===== config.mk =====
export PLATFORM = sky130hd
export DESIGN_NAME = anfsqrt_isqrt_pipe
export DESIGN_NICKNAME = d
export VERILOG_FILES = /design/src/rtl/anfsqrt_pkg.sv /design/src/rtl/anfsqrt_isqrt_step.sv /design/src/rtl/anfsqrt_isqrt_pipe.sv
export SDC_FILE = /design/constraint.sdc
export NUM_CORES = 1
export LEC_CHECK = 0
export BUFFER_PORTS_ARGS = -buffer_cell sky130_fd_sc_hd__buf_2
export CAP_MARGIN = 20
export CORE_MARGIN = 2
export CORE_UTILIZATION = 35
export DETAILED_ROUTE_END_ITERATION = 6
export SETUP_SLACK_MARGIN = 0.3
export SLEW_MARGIN = 5
export SYNTH_ARGS = -nofsm -noshare
export SYNTH_HDL_FRONTEND = slang
export SYNTH_SLANG_ARGS = --single-unit

===== constraint.sdc =====
create_clock -name clk -period 8.4 [get_ports clk]
set_clock_uncertainty 0.05 [all_clocks]
set_input_delay 1.68 -clock clk [delete_from_list [all_inputs] [get_ports clk]]
set_output_delay 1.68 -clock clk [all_outputs]
set_load 0.1 [all_outputs]

===== src/rtl/anfsqrt_pkg.sv =====
// anfsqrt_pkg: shared types and sizing helpers for the iterative integer square root.
// Latency: n/a (declarations only).
// Backpressure: n/a.
// Contents: state_e (IDLE/BUSY/DONE, 2 bits); half_w, iter_cnt and idx_w derive N, L and the idx width from WIDTH/UNROLL.
package anfsqrt_pkg;

  typedef enum logic [1:0] {
    IDLE = 2'd0,
    BUSY = 2'd1,
    DONE = 2'd2
  } state_e;

  localparam int ANFSQRT_DEF_WIDTH  = 16;
  localparam int ANFSQRT_DEF_UNROLL = 1;

  // Root width N.
  function automatic int half_w(input int width);
    return width / 2;
  endfunction

  // Number of BUSY cycles L = N / UNROLL.
  function automatic int iter_cnt(input int width, input int unroll);
    return (width / 2) / unroll;
  endfunction

  // Bits needed to hold a root bit index 0..N-1 (at least 1).
  function automatic int idx_w(input int width);
    return ((width / 2) > 1) ? $clog2(width / 2) : 1;
  endfunction

endpackage


===== src/rtl/anfsqrt_isqrt_step.sv =====
// anfsqrt_isqrt_step: one restoring square-root recurrence step, resolving root bit i.
// Latency: combinational.
// Backpressure: none (pure function of its inputs).
// Ports: eps_i/eps_o remaining radicand (X - root^2), root_i/root_o partial root, i_i bit index being resolved.
module anfsqrt_isqrt_step
  import anfsqrt_pkg::*;
#(
  parameter int WIDTH = 16
) (
  input  logic [WIDTH-1:0]         eps_i,
  input  logic [WIDTH/2-1:0]       root_i,
  input  logic [idx_w(WIDTH)-1:0]  i_i,
  output logic [WIDTH-1:0]         eps_o,
  output logic [WIDTH/2-1:0]       root_o
);

  localparam int N  = half_w(WIDTH);
  // One spare bit so the trial value never wraps, whatever i is.
  localparam int TW = WIDTH + 1;

  logic [TW-1:0] eps_x;
  logic [TW-1:0] trial;

  always_comb begin
    eps_x  = {1'b0, eps_i};
    // (root + 2^i)^2 - root^2 = (root << (i+1)) + 2^(2i); the <<1 is done
    // separately so i+1 cannot overflow the index width.
    trial  = ((TW'(root_i) << 1) << i_i) + (TW'(1) << {i_i, 1'b0});
    eps_o  = eps_i;
    root_o = root_i;
    if (trial <= eps_x) begin
      eps_o  = WIDTH'(eps_x - trial);
      root_o = root_i | (N'(1) << i_i);
    end
  end

endmodule


===== src/rtl/anfsqrt_isqrt_pipe.sv =====
// anfsqrt_isqrt_pipe: floor(sqrt(X)) of a WIDTH-bit unsigned radicand, UNROLL root bits per clock.
// Latency: out_valid rises N/UNROLL edges after the accepting edge; one query in flight.
// Backpressure: in_ready low while BUSY/DONE; result held until out_ready (throughput 1 per L+2 cycles).
// Ports: clk, rst (async, active-high); in_valid/in_ready/in_data query; out_valid/out_ready/out_root result;
//        out_rem = X - root^2, present only when the ANFSQRT_REM_EN macro is defined.
module anfsqrt_isqrt_pipe
  import anfsqrt_pkg::*;
#(
  parameter int WIDTH  = ANFSQRT_DEF_WIDTH,
  parameter int UNROLL = ANFSQRT_DEF_UNROLL
) (
  input  logic                  clk,
  input  logic                  rst,
  input  logic                  in_valid,
  output logic                  in_ready,
  input  logic [WIDTH-1:0]      in_data,
  output logic                  out_valid,
  input  logic                  out_ready,
`ifdef ANFSQRT_REM_EN
  output logic [WIDTH/2-1:0]    out_root,
  output logic [WIDTH/2:0]      out_rem
`else
  output logic [WIDTH/2-1:0]    out_root
`endif
);

  localparam int N    = half_w(WIDTH);
  localparam int IDXW = idx_w(WIDTH);

  if ((WIDTH % 2) != 0 || WIDTH < 4 || UNROLL < 1 || (N % UNROLL) != 0) begin : g_bad_param
    $error("anfsqrt_isqrt_pipe: WIDTH must be even and >= 4, UNROLL must divide WIDTH/2");
  end

  state_e            state_q;
  logic [IDXW-1:0]   idx_q;
  logic [WIDTH-1:0]  eps_q;
  logic [N-1:0]      root_q;
  logic              in_ready_q;
  logic              out_valid_q;
  logic [N-1:0]      out_root_q;
`ifdef ANFSQRT_REM_EN
  logic [N:0]        out_rem_q;
`endif

  // Step chain: stage k resolves root bit idx_q-k. idx_q starts at N-1 and
  // drops by UNROLL, and UNROLL divides N, so idx_q-k never goes negative.
  logic [WIDTH-1:0]  eps_c  [UNROLL+1];
  logic [N-1:0]      root_c [UNROLL+1];
  logic [WIDTH-1:0]  eps_d;
  logic [N-1:0]      root_d;

  assign eps_c[0]  = eps_q;
  assign root_c[0] = root_q;

  for (genvar k = 0; k < UNROLL; k++) begin : g_step
    anfsqrt_isqrt_step #(
      .WIDTH (WIDTH)
    ) u_step (
      .eps_i  (eps_c[k]),
      .root_i (root_c[k]),
      .i_i    (idx_q - IDXW'(k)),
      .eps_o  (eps_c[k+1]),
      .root_o (root_c[k+1])
    );
  end

  assign eps_d  = eps_c[UNROLL];
  assign root_d = root_c[UNROLL];

  always_ff @(posedge clk or posedge rst) begin
    if (rst) begin
      state_q     <= IDLE;
      idx_q       <= '0;
      eps_q       <= '0;
      root_q      <= '0;
      in_ready_q  <= 1'b1;
      out_valid_q <= 1'b0;
      out_root_q  <= '0;
`ifdef ANFSQRT_REM_EN
      out_rem_q   <= '0;
`endif
    end else begin
      case (state_q)
        IDLE: begin
          if (in_valid) begin
            eps_q      <= in_data;
            root_q     <= '0;
            idx_q      <= IDXW'(N - 1);
            in_ready_q <= 1'b0;
            state_q    <= BUSY;
          end
        end
        BUSY: begin
          eps_q  <= eps_d;
          root_q <= root_d;
          // Lowest stage of this group is bit 0: the root is complete.
          if (idx_q == IDXW'(UNROLL - 1)) begin
            out_root_q  <= root_d;
`ifdef ANFSQRT_REM_EN
            // Remainder is at most 2*root, so N+1 bits hold it exactly.
            out_rem_q   <= eps_d[N:0];
`endif
            out_valid_q <= 1'b1;
            state_q     <= DONE;
          end else begin
            idx_q <= idx_q - IDXW'(UNROLL);
          end
        end
        DONE: begin
          if (out_ready) begin
            out_valid_q <= 1'b0;
            in_ready_q  <= 1'b1;
            state_q     <= IDLE;
          end
        end
        default: begin
          state_q <= IDLE;
        end
      endcase
    end
  end

  assign in_ready  = in_ready_q;
  assign out_valid = out_valid_q;
  assign out_root  = out_root_q;
`ifdef ANFSQRT_REM_EN
  assign out_rem   = out_rem_q;
`endif

endmodule


==> impl_metrics.env, run 1 <==
export IMPL_max_stage_delay_ns=0.80
export IMPL_ys_types=62
export IMPL_status="finished clean"
export IMPL_row_count=37
export IMPL_drt_wl_total_um=8860
export IMPL_rsz0062_at_grt="no"
export IMPL_maxSlewHeadroom_pct=35.6
export IMPL_die_h_um=107
export IMPL_drt_initial_drc_count=159
export IMPL_synthSimpleGateAreaFrac_pct=16.3
export IMPL_drv_cap=0
export IMPL_synthTopCellsByArea="dfrtp_1 26%, ha_1 15%, a21oi_1 6.0%"
export IMPL_synthXorXnorAreaFrac_pct=4.76
export IMPL_slew_viol_final=0
export IMPL_synth_mux_area_share_pct=6.46
export IMPL_place_congestion=0.923
export IMPL_syn_nets=500
export IMPL_yosysSeqAreaShare_pct=26.5
export IMPL_finalCritPeriodShare_pct=67.6
export IMPL_overflow=0
export IMPL_io_pins=30
export IMPL_grt_pass1_wl_um=14700
export IMPL_syn_avg_cell_area_um2=8.46
export IMPL_grt_antenna_before_repair=0
export IMPL_synth_warnings=0
export IMPL_critical_path_class="register to register"
export IMPL_start_kind="register"
export IMPL_die_w_um=107
export IMPL_worstSetupEndpointType="register"
export IMPL_synth_top_cell_by_area="dfrtp_1"
export IMPL_drive_above_1_share_pct=14.9
export IMPL_synth_edff_count=0
export IMPL_root_buffer="clkbuf_8"
export IMPL_clkSlewWorstSetupHoldPaths_ns=0.10
export IMPL_diodes=0
export IMPL_max_slew_worst_pin_slew_ns=0.965
export IMPL_postCtsSetupBuffers=0
export IMPL_cts_resized=0
export IMPL_crit_family="compound AO/OA/AOI/OAI gates"
export IMPL_grt_pass1_vias=3000
export IMPL_fmax_mhz=176
export IMPL_area_delta_synth_final_pct=9.08
export IMPL_cts_sinks=39
export IMPL_postSynthCellCount=435
export IMPL_final_antenna_net_count=0
export IMPL_cts_tree="yes"
export IMPL_worst_ep_required_time_ns=8.54
export IMPL_async_flop_share_pct=100
export IMPL_synth_seq_cells=39
export IMPL_ctsHoldBuffers=0
export IMPL_critPathSlowestCell="dfrtp_1"
export IMPL_place_area_um2=3920
export IMPL_cp_max_fo=31
export IMPL_synth_flop_cell="dfrtp_1"
export IMPL_layout_common_cells="44 x a21oi_1, 44 x ha_1, 41 x inv_1"
export IMPL_synth_top_family_by_area="compound AO/OA/AOI/OAI gates"
export IMPL_die_area_um2=11400
export IMPL_synth_compound_area_share_pct=23.6
export IMPL_hpwlAfterDp_um=6730
export IMPL_vias=3101
export IMPL_numCtsBuffers=5
export IMPL_hold_viol=0
export IMPL_final_setup_viol_count=0
export IMPL_critPathMostFrequentCell="ha_1"
export IMPL_viasPerCell=5.24
export IMPL_clock_latency_ns=0.31
export IMPL_ctsHtreeMaxLevel=2
export IMPL_io_buffers=29
export IMPL_crit_buf_inv=1
export IMPL_post_route_drc_count=0
export IMPL_synth_top_area_share_pct=25.8
export IMPL_drtPass1Iterations=4
export IMPL_setup_tns_ns=0
export IMPL_grt_usage_pct=16.2
export IMPL_core_um2=10300
export IMPL_min_path_type="register to register"
export IMPL_initial_utilization_pct=35.8
export IMPL_layout_min_cycle_time_ns=5.68
export IMPL_final_nets=520
export IMPL_syn_area_um2=3680
export IMPL_crit_chain="inv_1, ha_1, nor2b_1, ha_1, a31o_2, a21oi_2, o21bai_1, a31o_2, mux2_2, ha_1, nand4_1, a311o_1, a31oi_1, o31ai_2, a41oi_4, mux2_2"
export IMPL_grt_max_degree=40
export IMPL_wl_per_cell_um=15.0
export IMPL_fin_area_um2=4020
export IMPL_cp_arrival_ns=5.82
export IMPL_cts_buffer_depth=2
export IMPL_synthAdderAreaFrac_pct=15.5
[cell usage after synthesis, types with 2 or more instances]
library cell  count
a31o_2            4
a31oi_1           9
nor2_1           36
o31ai_1           2
a32o_1            4
nand3b_1          4
or2_2             2
and3_1            6
nand2_1          30
buf_2             5
xnor2_1          10
mux2_2           12
a21oi_1          44
a211oi_1         14
nand2b_1          2
o21a_1            2
a21o_1            7
o21ai_0          16
clkbuf_1         11
nand4_1           3
and2_1           11
nor2b_1           8
xor2_1           10
inv_1            41
mux2i_1           8
o211ai_1          2
buf_6             2
nand3_1           9
dfrtp_1          38
nor3_1            6
ha_1             44
o21bai_1          3
[sequential cells by signal, summed over array words and instances (netlist names)]
| name | flops |
|---|---|
| idx_q | 3 |
| state_q | 2 |
| out_valid | 1 |
| out_root | 8 |
| in_ready | 1 |
| eps_q | 16 |
| root_q | 8 |
[kinds of logic after synthesis]
| family | after synthesis |
|---|---|
| mux | 21 |
| simple gates | 123 |
| flops | 39 |
| xor+xnor | 20 |
| compound gates | 127 |
| buf+inv | 60 |
| fa+ha+maj | 45 |
[layer usage]
metal / track usage [%] / vias up / routed length [um]
li1: - / 1574 / -
met5: 0 / - / 0
met4: 4.73 / 0 / 163
met2: 25.8 / 63 / 3940
met1: 22.7 / 1452 / 4400
met3: 2.58 / 12 / 356
[stage by stage]
step | utilization (%) | hold slack (ns) | cells | worst slack (ns)
3_5_place_dp | 38.2 | 0.441 | 584 | 2.80
5_1_grt | 39.1 | 0.473 | 592 | 2.19
6_report | 39.1 | 0.456 | 592 | 2.72
3_3_place_gp | 38.2 | 0.437 | 584 | 2.89
4_1_cts | 39.1 | 0.462 | 592 | 2.75
2_1_floorplan | - | 0.428 | 435 | 3.69
[worst paths after layout]
path | start | end | slack (ns) | depth (start not counted)
worst max-delay path | idx_q[0]$_DFFE_PP0P_ | eps_q[12]$_DFFE_PP0P_ | 2.72 | 16
worst min-delay path | out_root[6]$_DFFE_PP0P_ | out_root[6]$_DFFE_PP0P_ | 0.46 | 1
worst max register to register | idx_q[0]$_DFFE_PP0P_ | eps_q[12]$_DFFE_PP0P_ | 2.72 | 16
worst min register to register | out_root[6]$_DFFE_PP0P_ | out_root[6]$_DFFE_PP0P_ | 0.46 | 1
max in group asynchronous | rst | eps_q[12]$_DFFE_PP0P_ | 6.48 | 3
min in group asynchronous | rst | out_valid$_DFFE_PP0P_ | 1.44 | 3
[layout make-up]
type / instances / area, um2
fillers: 1065 / 6260
multi-input cells: 336 / 2450
flip-flops and latches: 39 / 977
well taps: 136 / 170
repair buffers: 32 / 168
inverters: 41 / 154
clock buffers: 5 / 68.8
clock inverters: 3 / 23.8
Power of run 1 is not shown: default switching activity piles up to over one toggle a cycle in this logic, so the estimate is an artifact.
==> run 2: changes to the inputs <==
Clock period 8.4 ns to 5.8 ns, I/O delays scaled along.
==> run 2 against run 1 <==
Sequential share of layout area decreased by 0.27 points. Cell count rose by 0.68%. Hold slack better by 0.0034 ns. Fmax rose by 11%. Global-route usage shrank 0.20 points. Count of clock-buffer cells in the layout increased by 1. First-iteration DRC count rose by 19%. Routed wire length grew 1.7%. Worst setup slack lost 2.0 ns. Flip-flop and latch count stayed put. Critical path type unchanged. Non-clock buffer count up 3.
==> impl_metrics.env, run 2 (synthesized netlist as in run 1, its figures left out) <==
export IMPL_crit_chain="mux2_2, o21ai_0, o22ai_1, ha_1, and2_1, a21oi_2, o21bai_1, a31o_2, mux2_2, ha_1, nand2_1, nor2_1, a2111oi_0, a31oi_1, o31ai_2, buf_4, and3_2, a31oi_1, nor2_1"
export IMPL_wl_per_cell_um=15.1
export IMPL_largest_register_ffs=16
export IMPL_die_h_um=107
export IMPL_drt_initial_drc_count=189
export IMPL_multi_input_area_um2=2480
export IMPL_die_w_um=107
export IMPL_layout_min_cycle_time_ns=5.12
export IMPL_root_buffer="clkbuf_8"
export IMPL_status="finished clean"
export IMPL_setup_tns_ns=0
export IMPL_fillers=1100
export IMPL_max_stage_delay_ns=0.55
export IMPL_max_slew_worst_pin_slew_ns=1.03
export IMPL_cts_sinks=39
export IMPL_io_pins=30
export IMPL_crit_family="compound AO/OA/AOI/OAI gates"
export IMPL_row_count=37
export IMPL_drt_wl_total_um=9010
export IMPL_critical_path_class="register to register"
export IMPL_place_congestion=0.915
export IMPL_start_kind="register"
export IMPL_cts_buffer_depth=2
export IMPL_clock_latency_ns=0.30
export IMPL_core_um2=10300
export IMPL_place_area_um2=3940
export IMPL_diodes=0
export IMPL_max_flop_register="eps_q"
export IMPL_min_path_type="register to register"
export IMPL_final_nets=524
export IMPL_fmax_mhz=195
export IMPL_rsz0062_at_grt="no"
export IMPL_fin_area_um2=4080
export IMPL_hpwlAfterDp_um=6660
export IMPL_cp_max_fo=18
export IMPL_drive_above_1_share_pct=15.9
export IMPL_finalCritPeriodShare_pct=88.3
export IMPL_initial_utilization_pct=35.8
export IMPL_grt_pass1_vias=3075
export IMPL_worstSetupEndpointType="register"
export IMPL_final_antenna_net_count=0
export IMPL_hold_viol=0
export IMPL_grt_antenna_before_repair=0
export IMPL_cts_tree="yes"
export IMPL_register_area_um2=981
export IMPL_critPathSlowestCell="dfrtp_4"
export IMPL_io_buffers=29
export IMPL_grt_max_degree=40
export IMPL_final_setup_viol_count=0
export IMPL_overflow=0
export IMPL_maxSlewHeadroom_pct=31.1
export IMPL_ctsHtreeMaxLevel=2
export IMPL_die_area_um2=11400
export IMPL_worst_ep_required_time_ns=5.98
export IMPL_clkSlewWorstSetupHoldPaths_ns=0.08
export IMPL_slew_viol_final=0
export IMPL_area_delta_synth_final_pct=10.7
export IMPL_drv_cap=0
export IMPL_numCtsBuffers=5
export IMPL_vias=3173
export IMPL_grt_pass1_wl_um=14600
export IMPL_grt_usage_pct=16.0
export IMPL_viasPerCell=5.32
export IMPL_ctsHoldBuffers=0
export IMPL_cp_arrival_ns=5.30
export IMPL_layout_common_cells="44 x a21oi_1, 44 x ha_1, 41 x inv_1"
export IMPL_crit_buf_inv=1
export IMPL_drtPass1Iterations=4
export IMPL_post_route_drc_count=0
## run 2: path summary, 6_finish.rpt
check                           cells after the start                 endpoint                     from  slack, ns
worst max-delay path                               19    root_q[1]$_DFFE_PP0P_     idx_q[1]$_DFFE_PP0P_       0.68
worst min-delay path                                1  out_root[5]$_DFFE_PP0P_  out_root[5]$_DFFE_PP0P_       0.46
worst max register to register                     19    root_q[1]$_DFFE_PP0P_     idx_q[1]$_DFFE_PP0P_       0.68
worst min register to register                      1  out_root[5]$_DFFE_PP0P_  out_root[5]$_DFFE_PP0P_       0.46
max in group asynchronous                           3     idx_q[1]$_DFFE_PP0P_                      rst       4.38
min in group asynchronous                           3    out_valid$_DFFE_PP0P_                      rst       0.92
## run 2: per-stage QoR
stage / utilization, % / hold slack (ns) / worst slack [ns] / instances
final: 39.7 / 0.459 / 0.676 / 596
after global routing: 39.7 / 0.477 / 0.321 / 596
after CTS: 39.1 / 0.466 / 0.327 / 594
after detailed placement: 38.3 / 0.447 / 0.360 / 586
after global placement: 38.3 / 0.440 / 0.588 / 586
after floorplan: - / 0.428 / 1.09 / 435
## run 2: final cells by class
type	instances	share of cell area, %
multi-input combinational	337	60.9
clock inverter	2	0.307
tap	136	4.18
sequential	39	24.1
inverter	41	3.78
clock buffer	6	1.78
timing repair buffer	35	4.97
## run 2: repair_timing
action | 4_1_cts | 5_1_grt
setup buffers | 0 | 1
endpoints found under the setup margin | 0 | 24
gates resized for setup | 0 | 4
## run 2: metal layers
metal  track usage [%]  wire length, um  vias to the layer above
met2              26.5             4230                       64
met3              2.15              297                       10
met5                 0                0                        -
li1                  -                -                     1594
met4              5.94              138                        0
met1              21.3             4350                     1505
Power of run 2 is left out for the same reason.
